===== src/rtl/sfifo_wr_arbiter_if.sv =====
// Bundle of the producer-side valid/ready lanes and the FIFO write port seen by the arbiter.
// A beat moves on requester i in any cycle where req_valid[i] and req_ready[i] are both high at posedge.
interface sfifo_wr_arbiter_if #(
   parameter int NREQ = 3,
   parameter int DW   = 8,
   parameter int IDW  = $clog2(NREQ)
);
   logic [NREQ-1:0]    req_valid;
   logic [NREQ*DW-1:0] req_data;
   logic [NREQ-1:0]    req_ready;
   logic               fifo_full;
   logic               fifo_write;
   logic [DW-1:0]      fifo_wdata;
   logic [IDW-1:0]     grant_id;
   logic               busy;

   modport master (
      output req_valid, req_data, fifo_full,
      input  req_ready, fifo_write, fifo_wdata, grant_id, busy
   );

   modport slave (
      input  req_valid, req_data, fifo_full,
      output req_ready, fifo_write, fifo_wdata, grant_id, busy
   );
endinterface


===== src/rtl/sfifo_wr_arbiter.sv =====
// Round-robin arbiter sharing one FIFO write port among NREQ producers, with grants capped at BURST beats.
// FSM state, round-robin pointer and beat counter are exported on o_dbg_* for observation.
module sfifo_wr_arbiter #(
   parameter int NREQ  = 3,
   parameter int DW    = 8,
   parameter int BURST = 4,
   parameter int IDW   = $clog2(NREQ)
) (
   input  logic                CLK,
   input  logic                RST,
   sfifo_wr_arbiter_if.slave   bus,
   output logic [0:0]          o_dbg_state,
   output logic [IDW-1:0]      o_dbg_rr_ptr,
   output logic [3:0]          o_dbg_beat_cnt
);
   localparam logic [0:0] S_IDLE  = 1'b0;
   localparam logic [0:0] S_GRANT = 1'b1;

   logic [0:0]     r_state;
   logic [IDW-1:0] r_grant_id;
   logic [IDW-1:0] r_rr_ptr;
   logic [3:0]     r_beat_cnt;

   logic           w_found;
   logic [IDW-1:0] w_sel;
   int             w_idx;
   logic           w_in_grant;
   logic           w_req_v;
   logic           w_write;
   logic [IDW-1:0] w_next_ptr;

   // Walk downward so the candidate closest to r_rr_ptr is the last (winning) assignment.
   always_comb begin
      w_found = 1'b0;
      w_sel   = '0;
      w_idx   = 0;
      for (int k = NREQ - 1; k >= 0; k--) begin
         w_idx = (int'(r_rr_ptr) + k) % NREQ;
         if (bus.req_valid[w_idx]) begin
            w_found = 1'b1;
            w_sel   = IDW'(w_idx);
         end
      end
   end

   // Reset masks the write path so a beat in flight never reaches the FIFO.
   assign w_in_grant = (r_state == S_GRANT) && !RST;
   assign w_req_v    = bus.req_valid[r_grant_id];
   assign w_write    = w_in_grant && w_req_v && !bus.fifo_full;
   assign w_next_ptr = (r_grant_id == IDW'(NREQ - 1)) ? '0 : r_grant_id + 1'b1;

   assign bus.fifo_write = w_write;
   assign bus.req_ready  = w_write ? (NREQ'(1) << r_grant_id) : '0;
   assign bus.fifo_wdata = w_in_grant ? bus.req_data[r_grant_id*DW +: DW] : '0;
   assign bus.grant_id   = r_grant_id;
   assign bus.busy       = (r_state == S_GRANT);

   assign o_dbg_state    = r_state;
   assign o_dbg_rr_ptr   = r_rr_ptr;
   assign o_dbg_beat_cnt = r_beat_cnt;

   always_ff @(posedge CLK) begin
      if (RST) begin
         r_state    <= S_IDLE;
         r_grant_id <= '0;
         r_rr_ptr   <= '0;
         r_beat_cnt <= '0;
      end else begin
         case (r_state)
            S_IDLE: begin
               if (w_found) begin
                  r_grant_id <= w_sel;
                  r_beat_cnt <= '0;
                  r_state    <= S_GRANT;
               end
            end
            S_GRANT: begin
               if (!w_req_v) begin
                  r_state  <= S_IDLE;
                  r_rr_ptr <= w_next_ptr;
               end else if (w_write) begin
                  r_beat_cnt <= r_beat_cnt + 4'd1;
                  if (r_beat_cnt == 4'(BURST - 1)) begin
                     r_state  <= S_IDLE;
                     r_rr_ptr <= w_next_ptr;
                  end
               end
            end
            default: r_state <= S_IDLE;
         endcase
      end
   end
endmodule


===== src/flat_wrapper.sv =====
// flat-port wrapper written by rule: the top's interface ports become plain ports
module sfifo_wr_arbiter_flat 
#(
   parameter int NREQ  = 3,
   parameter int DW    = 8,
   parameter int BURST = 4,
   parameter int IDW   = $clog2(NREQ)
)
  (CLK, RST, o_dbg_state, o_dbg_rr_ptr, o_dbg_beat_cnt, bus_req_valid, bus_req_data, bus_fifo_full, bus_req_ready, bus_fifo_write, bus_fifo_wdata, bus_grant_id, bus_busy);
  sfifo_wr_arbiter_if #(.NREQ(NREQ), .DW(DW), .IDW(IDW)) bus_i ();
  input  logic CLK;
  input  logic RST;
  output logic [0:0] o_dbg_state;
  output logic [IDW-1:0] o_dbg_rr_ptr;
  output logic [3:0] o_dbg_beat_cnt;
  input wire logic [$bits(bus_i.req_valid)-1:0] bus_req_valid;
  input wire logic [$bits(bus_i.req_data)-1:0] bus_req_data;
  input wire logic [$bits(bus_i.fifo_full)-1:0] bus_fifo_full;
  output wire logic [$bits(bus_i.req_ready)-1:0] bus_req_ready;
  output wire logic [$bits(bus_i.fifo_write)-1:0] bus_fifo_write;
  output wire logic [$bits(bus_i.fifo_wdata)-1:0] bus_fifo_wdata;
  output wire logic [$bits(bus_i.grant_id)-1:0] bus_grant_id;
  output wire logic [$bits(bus_i.busy)-1:0] bus_busy;
  assign bus_i.req_valid = bus_req_valid;
  assign bus_i.req_data = bus_req_data;
  assign bus_i.fifo_full = bus_fifo_full;
  assign bus_req_ready = bus_i.req_ready;
  assign bus_fifo_write = bus_i.fifo_write;
  assign bus_fifo_wdata = bus_i.fifo_wdata;
  assign bus_grant_id = bus_i.grant_id;
  assign bus_busy = bus_i.busy;
  sfifo_wr_arbiter #(.NREQ(NREQ), .DW(DW), .BURST(BURST), .IDW(IDW)) u_core (.CLK(CLK), .RST(RST), .bus(bus_i), .o_dbg_state(o_dbg_state), .o_dbg_rr_ptr(o_dbg_rr_ptr), .o_dbg_beat_cnt(o_dbg_beat_cnt));
endmodule

===== config.mk =====
export PLATFORM = sky130hd
export DESIGN_NAME = sfifo_wr_arbiter_flat
export DESIGN_NICKNAME = d
export VERILOG_FILES = /design/src/rtl/sfifo_wr_arbiter_if.sv /design/src/rtl/sfifo_wr_arbiter.sv /design/src/flat_wrapper.sv
export SDC_FILE = /design/constraint.sdc
export NUM_CORES = 1
export LEC_CHECK = 0
export CAP_MARGIN = 20
export CELL_PAD_IN_SITES_DETAIL_PLACEMENT = 0
export CELL_PAD_IN_SITES_GLOBAL_PLACEMENT = 1
export CORE_ASPECT_RATIO = 0.5
export CORE_MARGIN = 2
export CORE_UTILIZATION = 26
export DETAILED_ROUTE_END_ITERATION = 12
export HOLD_SLACK_MARGIN = 0.1
export MAX_ROUTING_LAYER = met4
export PLACE_DENSITY = 0.76
export SKIP_LAST_GASP = 1
export SYNTH_ARGS = -nofsm -noshare
export SYNTH_HDL_FRONTEND = slang
export SYNTH_SLANG_ARGS = --single-unit

===== constraint.sdc =====
create_clock -name CLK -period 2.2 [get_ports CLK]
set_input_delay 0.44 -clock CLK [delete_from_list [all_inputs] [get_ports CLK]]
set_output_delay 0.44 -clock CLK [all_outputs]
set_load 0.02 [all_outputs]

==> run summary, run 1 <==
The flow ran to the end, and the final reports show no timing, DRC or antenna violations. The library cells used most frequently in the layout, excluding fill and tap cells, are sky130_fd_sc_hd__clkdlybuf4s50_1 (39), sky130_fd_sc_hd__nor2_1 (24), sky130_fd_sc_hd__buf_4 (16). The die covers 4300 um2. Routability-driven placement finished with a final weighted congestion of 0.820. Average instance area after synthesis: 7.37 um2. The clock root buffer was sky130_fd_sc_hd__clkbuf_8. Yosys mapped a number of flops with a built-in enable equal to 0. Compared with the post-synthesis result, the final layout area differs by 70.8%. Setup violations remaining at the end of the flow were counted as 0. Clock tree synthesis found a total of 9 sinks. The launch point of the worst reg-to-reg path was u_core.o_dbg_rr_ptr[0]. The residual DRC count was 0; the internal power was 511 uW. The share of cells above drive strength 1 was 16.3%; the worst slew margin relative to its limit was 72.7%. The maximum number of pins on one net before global-route repair was 15.

The end point of the most critical hold path is u_core.o_dbg_beat_cnt[1]. The logs give 0.000149 V for the peak supply drop and 0.00526 ns for the post-layout worst setup margin. In the post-synthesis netlist, the biggest area contributors are sky130_fd_sc_hd__dfxtp_1 (18%), sky130_fd_sc_hd__mux2i_1 (11%), sky130_fd_sc_hd__nor2_1 (9.2%). The via count normalized by instance count was 4.72. The net switching share of the total power is 35.3%, and the proportion of power drawn by the clock network is 24.1%. The most frequent standard cell in the layout excluding fill and tap cells was sky130_fd_sc_hd__clkdlybuf4s50_1.

The transition time at the pin with the least slew margin was 0.408 ns. For flop-to-flop paths, the worst setup slack is 0.18 ns. After detailed routing, the average wire length per cell comes to 12.0 um.

Total CTS buffers: 3. The fraction of power consumed by sequential logic is 23.9%, and the count of yosys warnings during synthesis is 0. For the routed via count, the log shows 1,166. The worst setup path is launched from an input pin.

The top-area cell type share of the netlist area was 18.4%. In this run the post-CTS setup repair buffer count came out at 0. In this run the horizontal extent of the chip is 90.8 um.

At the worst endpoint, the arrival time is 1.75 ns. The number of detailed-route iterations in the first pass is 4. The final instance area was 1670 um2. The routed design could run at a clock period as short as 2.19 ns. For the setup skew after layout, the log shows 0.00165 ns. The tools report the max-capacitance violation count as 0. The number of standard-cell rows in the floorplan was 15; the worst reg2reg path depth was 6. Share of the core filled with cells: 47.4%.

In the synthesized netlist the async set-or-reset flop fraction comes to 0%. After synthesis, the netlist uses 43 different library cells. In this run the static leakage power is 0.000683 uW. For this run, the leading register cell type out of synthesis is sky130_fd_sc_hd__dfxtp_1. During placement, the flow inserted port buffers numbering 51.

Via count of the first global-routing pass: 1,042. End of the worst register-to-register path: u_core.bus.grant_id[0]. The logs give 232 for the post-layout net count and 18.4% for the register area share after synthesis.

STA classifies the critical path endpoint as a primary output. TritonCTS built the clock tree. The clock passes through at most 2 buffers. The logs give 0 for the antenna diode instance count and 0 for the final hold violation count. In this run the remaining antenna-violating nets after routing total 0. The CTS H-tree depth came out at 1.

The portion of the clock cycle consumed by the worst path in the final layout was 99.8%; the overall fraction of global-route tracks in use was 14.3%. The logs give 2370 um for the half-perimeter wire length after placement and 1640 um2 for the cell area reported after detailed placement. In the synthesized netlist, the number of instances is 133.

The number of slew-limit violations in the final report is 0, and the peak fanout along the critical path is 8. In this run the power spent charging and discharging nets is 279 uW. The hold path depth was 2; the power density normalized to cell area was 472 nW/um2. Combinational cells account for 51.9% of the total power.

The startpoint of the most critical setup path is bus_req_valid[2]. The clock network latency to the later pin of the worst-skew pair was 0.23 ns. STA puts the critical path data required time at 1.76 ns. Global routing finished with a remaining overflow of 0.

In this run the most critical hold path is launched from u_core.o_dbg_beat_cnt[1]. The first global-routing pass estimated 4610 um of wire. For the initial antenna violation count, the log shows 0.

Counting flops and latches in the post-synthesis netlist gives 9. Setup repair after global routing could not meet its margin everywhere. The maximum clock frequency came out at 0.456 GHz. The number of top-level design ports is 52.

The min-delay analysis places its worst path in the category flop to flop. For this block, the initial DRC count from the detailed router was 34. Synthesis produced a netlist with a net count of 168. For this configuration, the core starts out at a cell density of 27.8%. The run gives 980 um2 as the mapped cell area.

The largest area contributor in the netlist was sky130_fd_sc_hd__dfxtp_1. The critical path is of the input pin to primary output type. The region available for standard cell placement spans 3530 um2. The tools report the post-place setup slack as -0.366 ns.

The floorplan step set the die height to 47.4 um. For this block, the routed nets add up to 2970 um of wire. Clock transition time at the flip-flop clock pins of the worst setup and hold paths: 0.04 ns.
==> worst max-delay path by stage <==
stage,endpoint,cells after the start
floorplan,bus_req_ready[2],6
global placement,bus_req_ready[2],6
detailed placement,bus_req_ready[2],6
CTS,bus_req_ready[2],6
global route,bus_req_ready[1],6
finish,bus_req_ready[1],6
==> per-layer routing <==
metal	vias to the layer above	track usage, %	share of wire [%]
met5	-	-	0
met4	0	2.73	0.47
met3	2	3.69	5.0
met2	41	25.2	45
met1	526	17.3	50
li1	597	-	-
==> power groups by stage <==
stage                     combinational [uW]  sequential (uW)  clock [uW]
after floorplan                          223              203           0
after global placement                   415              192           0
after detailed placement                 417              192           0
after CTS                                410              189         198
after global routing                     445              191         209
final                                    410              189         191
==> registers in the layout (all words and copies together) (netlist names) <==
name and flops:
u_core.bus.grant_id 2, u_core.o_dbg_beat_cnt 4, u_core.bus.busy 1, u_core.o_dbg_rr_ptr 2
==> cells in the mapped netlist, types with 2 or more instances <==
library cell / instances
sky130_fd_sc_hd__a21oi_1: 12
sky130_fd_sc_hd__buf_2: 4
sky130_fd_sc_hd__clkbuf_1: 3
sky130_fd_sc_hd__dfxtp_1: 9
sky130_fd_sc_hd__ha_1: 5
sky130_fd_sc_hd__inv_1: 5
sky130_fd_sc_hd__inv_2: 2
sky130_fd_sc_hd__mux2i_1: 11
sky130_fd_sc_hd__nand2_1: 5
sky130_fd_sc_hd__nand2b_1: 6
sky130_fd_sc_hd__nand3_1: 4
sky130_fd_sc_hd__nand4_1: 2
sky130_fd_sc_hd__nor2_1: 24
sky130_fd_sc_hd__nor2b_1: 8
sky130_fd_sc_hd__nor3_1: 2
sky130_fd_sc_hd__nor3b_1: 2
sky130_fd_sc_hd__o21ai_0: 2
sky130_fd_sc_hd__o311ai_1: 2
==> worst max-delay path, stage by stage <==
cell and delay [ns]:
sky130_fd_sc_hd__clkdlybuf4s50_1 0.48, sky130_fd_sc_hd__mux2i_1 0.09, sky130_fd_sc_hd__o21ai_2 0.16, sky130_fd_sc_hd__buf_4 0.18, sky130_fd_sc_hd__and3_1 0.16, sky130_fd_sc_hd__clkdlybuf4s15_2 0.25
==> cell type report <==
type / instances / area, um2
clock buffer: 4 / 45.0
timing repair buffer: 68 / 634
fill: 366 / 1860
inverter: 7 / 26.3
tap: 51 / 63.8
sequential: 9 / 180
multi-input combinational: 108 / 723
==> metrics by stage <==
stage	hold slack, ns	setup TNS (ns)	power [uW]	std cells
2_1_floorplan	0.550	0	426	133
3_3_place_gp	0.489	-2.62	607	243
3_5_place_dp	0.492	-2.77	609	243
4_1_cts	0.498	-0.101	797	247
5_1_grt	0.536	-0.157	845	247
6_report	0.494	0	790	247
==> cells by family after synthesis <==
| family | after synthesis | share of synthesized area (%) |
|---|---|---|
| AND/OR/NAND/NOR | 58 | 29.8 |
| adder cells (fa/ha/maj) | 5 | 6.39 |
| buffers and inverters | 16 | 7.79 |
| flip-flops | 9 | 18.4 |
| AO/OA/AOI/OAI | 32 | 23.8 |
| multiplexers | 13 | 13.9 |
==> repair_timing <==
action                                  CTS  global route
gates resized for setup                  20             5
hold buffers                              0             0
endpoints found under the setup margin   12             4
hold endpoints to repair                  0             0
(Power assumes the default switching activity.)
==> run 2: changes to the inputs <==
--- a/config.mk
+++ b/config.mk
@@ -15,6 +15,7 @@
 export HOLD_SLACK_MARGIN = 0.1
 export MAX_ROUTING_LAYER = met4
 export PLACE_DENSITY = 0.76
+export SKIP_CTS_REPAIR_TIMING = 1
 export SKIP_LAST_GASP = 1
 export SYNTH_ARGS = -nofsm -noshare
 export SYNTH_HDL_FRONTEND = slang
==> run 2 against run 1 <==
Hold slack about the same. Power increased by 0.36%. First-iteration DRC count fell by 2.9%. Non-clock buffer count did not move.
==> run summary, run 2 (synthesis gave the netlist of run 1 again) <==
The total chip power was 793 uW (was 790 uW). The number of slew-limit violations in the final report came out at 0 (unchanged). The worst reg2reg path depth is 6 (unchanged), and the peak fanout along the critical path is 3 (was 8). The setup skew after layout was 0.00173 ns (was 0.00165 ns); the post-layout net count was 232 (unchanged). The logs give 0 (unchanged) for the total setup violations reported at the end of the flow and 0.17 ns (was 0.18 ns) for the reg-to-reg setup timing slack. Total CTS buffers: 3 (unchanged). Setup repair after global routing could not meet its margin everywhere.

The area taken by flip-flops and latches is 180 um2 (unchanged), and the cell total after placement is 243 (unchanged). The number of detailed-route iterations in the first pass was 4 (unchanged). Most used cells in the layout excluding fill and tap cells: sky130_fd_sc_hd__clkdlybuf4s50_1 (39), sky130_fd_sc_hd__nor2_1 (24), sky130_fd_sc_hd__buf_4 (16) (unchanged). The tools report the post-layout worst setup margin as 0.00618 ns (was 0.00526 ns). The clock network latency to the later pin of the worst-skew pair came out at 0.23 ns (about the same).

The startpoint of the tightest hold check path was u_core.o_dbg_beat_cnt[1] (unchanged). The logs give 1.76 ns (about the same) for the required time of the critical path and 1.75 ns (about the same) for the critical path arrival. The die height came out at 47.4 um (unchanged).

The number of buffer cells added on primary ports was 51 (unchanged); the antenna diode instance count was 0 (unchanged). TritonCTS built the clock tree. Sum of buffers and inverters on the critical path: 2 (was 3). Footprint of the multi-input gates: 723 um2 (unchanged). The sink count of the clock tree came out at 9 (unchanged).

The run gives 0.000808 uW (was 0.000683 uW) as the leakage component of the power. Cell class contributing the biggest share of worst-path delay: buffers and inverters (unchanged). The initial standard-cell utilization of the core is 27.8% (unchanged), and the overall fraction of global-route tracks in use is 14.2% (was 14.3%). The run gives 355 (was 366) as the number of filler cells placed in the layout.

The clock transition time at the flip-flop clock pins of the worst setup and hold paths was 0.04 ns (about the same); the synthesis-to-finish area growth was 73.2% (was 70.8%). The run gives 2 (unchanged) as the buffer depth of the longest clock path. The via count normalized by instance count came out at 4.75 (was 4.72). The final routed wirelength across all metal layers was 2950 um (was 2970 um).

The class of the most critical setup path was input pin to primary output (unchanged). Kind of launch point of the worst setup path: an input pin (unchanged). The initial antenna violation count is 0 (unchanged). The half-perimeter wire length after placement is 2370 um (unchanged). The flow ran to the end, and the final reports show no timing, DRC or antenna violations. The run gives 0 (unchanged) as the max-capacitance violation count.

Cell-by-cell listing of the critical path: clkdlybuf4s50_1 > mux2i_1 > o21ai_2 > nand2_1 > nor3b_1 > dlymetal6s2s_1 (was clkdlybuf4s50_1 > mux2i_1 > o21ai_2 > buf_4 > and3_1 > clkdlybuf4s15_2). Startpoint of the most critical setup path: bus_req_valid[2] (unchanged). The number of flip-flops in the largest register is 4 (unchanged), and the placeable core area is 3530 um2 (unchanged). The number of routed nets with antenna violations is 0 (unchanged). The global-route congestion overflow total is 0 (unchanged), and the hold path depth is 2 (unchanged). For the number of top-level design ports, the log shows 52 (unchanged). The share of cells above drive strength 1 works out to 15.8% (was 16.3%). Path type of the worst min-delay path: flop to flop (unchanged).

The tools report the clock root buffer as sky130_fd_sc_hd__clkbuf_8 (unchanged). The transition time at the pin with the least slew margin is 0.438 ns (was 0.408 ns). The sort of element at the end of the critical path was a primary output (unchanged). The power density normalized to cell area works out to 467 nW/um2 (was 472 nW/um2).

The run gives -0.366 ns (unchanged) as the post-place setup slack. The portion of the clock cycle consumed by the worst path in the final layout works out to 99.7% (was 99.8%). The peak supply drop was 0.000157 V (was 0.000149 V); the global placer's final weighted congestion was 0.820 (unchanged).

The global-route wire length before repair was 4570 um (was 4610 um). The shortest clock period the worst path allows after layout was 2.19 ns (about the same). The logs give 0 (unchanged) for the residual DRC count and 1,173 (was 1,166) for the routed via count. The run gives 15 (unchanged) as the number of standard-cell rows in the floorplan. The tools report the via count of the first global-routing pass as 1,036 (was 1,042). For the starting DRC count in detailed routing, the log shows 33 (was 34). Most frequent standard cell in the layout excluding fill and tap cells: sky130_fd_sc_hd__clkdlybuf4s50_1 (unchanged). The worst slew margin relative to its limit was 70.6% (was 72.7%). The non-filler instance count after layout is 247 (unchanged). The x dimension of the die came out at 90.8 um (unchanged). The delay of the slowest cell on the worst path works out to 0.48 ns (about the same).

The detailed-route wire length per cell was 11.9 um (was 12.0 um); the final hold violation count was 0 (unchanged). The full die area came out at 4300 um2 (unchanged). The tools report the maximum number of pins on one net before global-route repair as 15 (unchanged).

The cell with the largest stage delay on the worst path was sky130_fd_sc_hd__clkdlybuf4s50_1 (unchanged). The maximum clock frequency came out at 0.456 GHz (about the same). The tools report the launch point of the worst reg-to-reg path as u_core.o_dbg_rr_ptr[0] (unchanged).

CTS H-tree depth: 1 (unchanged). The number of cells on the critical path came out at 6 (unchanged).
==> run 2: cell count changes in the layout (fill, tap and decap cells not counted), sizes merged <==
cell and change:
dlygate4sd2 -7, clkdlybuf4s15 -3, buf -2, dlymetal6s2s +9
clkbuf +3
==> run 2: final timing paths <==
kind,end
max reg2reg,u_core.o_dbg_beat_cnt[3]
max,bus_req_ready[2]
min reg2reg,u_core.o_dbg_beat_cnt[1]
min,u_core.o_dbg_beat_cnt[1]
==> run 2: worst min-delay path, delay by kind of cell (launching register included) <==
kind,cells,cell delay (ns)
flops,1,0.32
buf+inv,1,0.06
compound gates,1,0.06
==> run 2: cell type report <==
type | count | area share [%]
sequential | 9 | 10.6
clock buffer | 4 | 2.65
inverter | 7 | 1.55
timing repair buffer | 68 | 38.8
tap | 51 | 3.76
multi-input combinational | 108 | 42.6
==> run 2: where the power goes <==
group | switching, uW | internal [uW]
clock | 64.3 | 126
sequential | 13.4 | 176
combinational | 199 | 214
total | 277 | 516
==> run 2: metal layers <==
layer / vias up / GRT usage [%] / wire length [um]
met2: 47 / 25.1 / 1340
met4: 0 / 2.73 / 14
li1: 596 / - / -
met1: 528 / 17.1 / 1440
met3: 2 / 3.69 / 147
met5: - / - / 0
==> run 2: per-stage QoR <==
stage | instance area (um2) | utilization (%) | TNS, ns | hold WS (ns)
2_1_floorplan | 980 | - | 0 | 0.550
3_5_place_dp | 1640 | 46.6 | -2.77 | 0.492
3_3_place_gp | 1640 | 46.6 | -2.62 | 0.489
5_1_grt | 1700 | 48.1 | -0.0954 | 0.536
4_1_cts | 1690 | 47.9 | -2.84 | 0.498
6_report | 1700 | 48.1 | 0 | 0.494
==> run 3: changes to the inputs <==
--- a/config.mk
+++ b/config.mk
@@ -12,6 +12,7 @@
 export CORE_MARGIN = 2
 export CORE_UTILIZATION = 26
 export DETAILED_ROUTE_END_ITERATION = 12
+export GPL_ROUTABILITY_DRIVEN = 0
 export HOLD_SLACK_MARGIN = 0.1
 export MAX_ROUTING_LAYER = met4
 export PLACE_DENSITY = 0.76
==> results of run 3 <==
No change in the layout: final DEF, timing and power equal those of run 2.
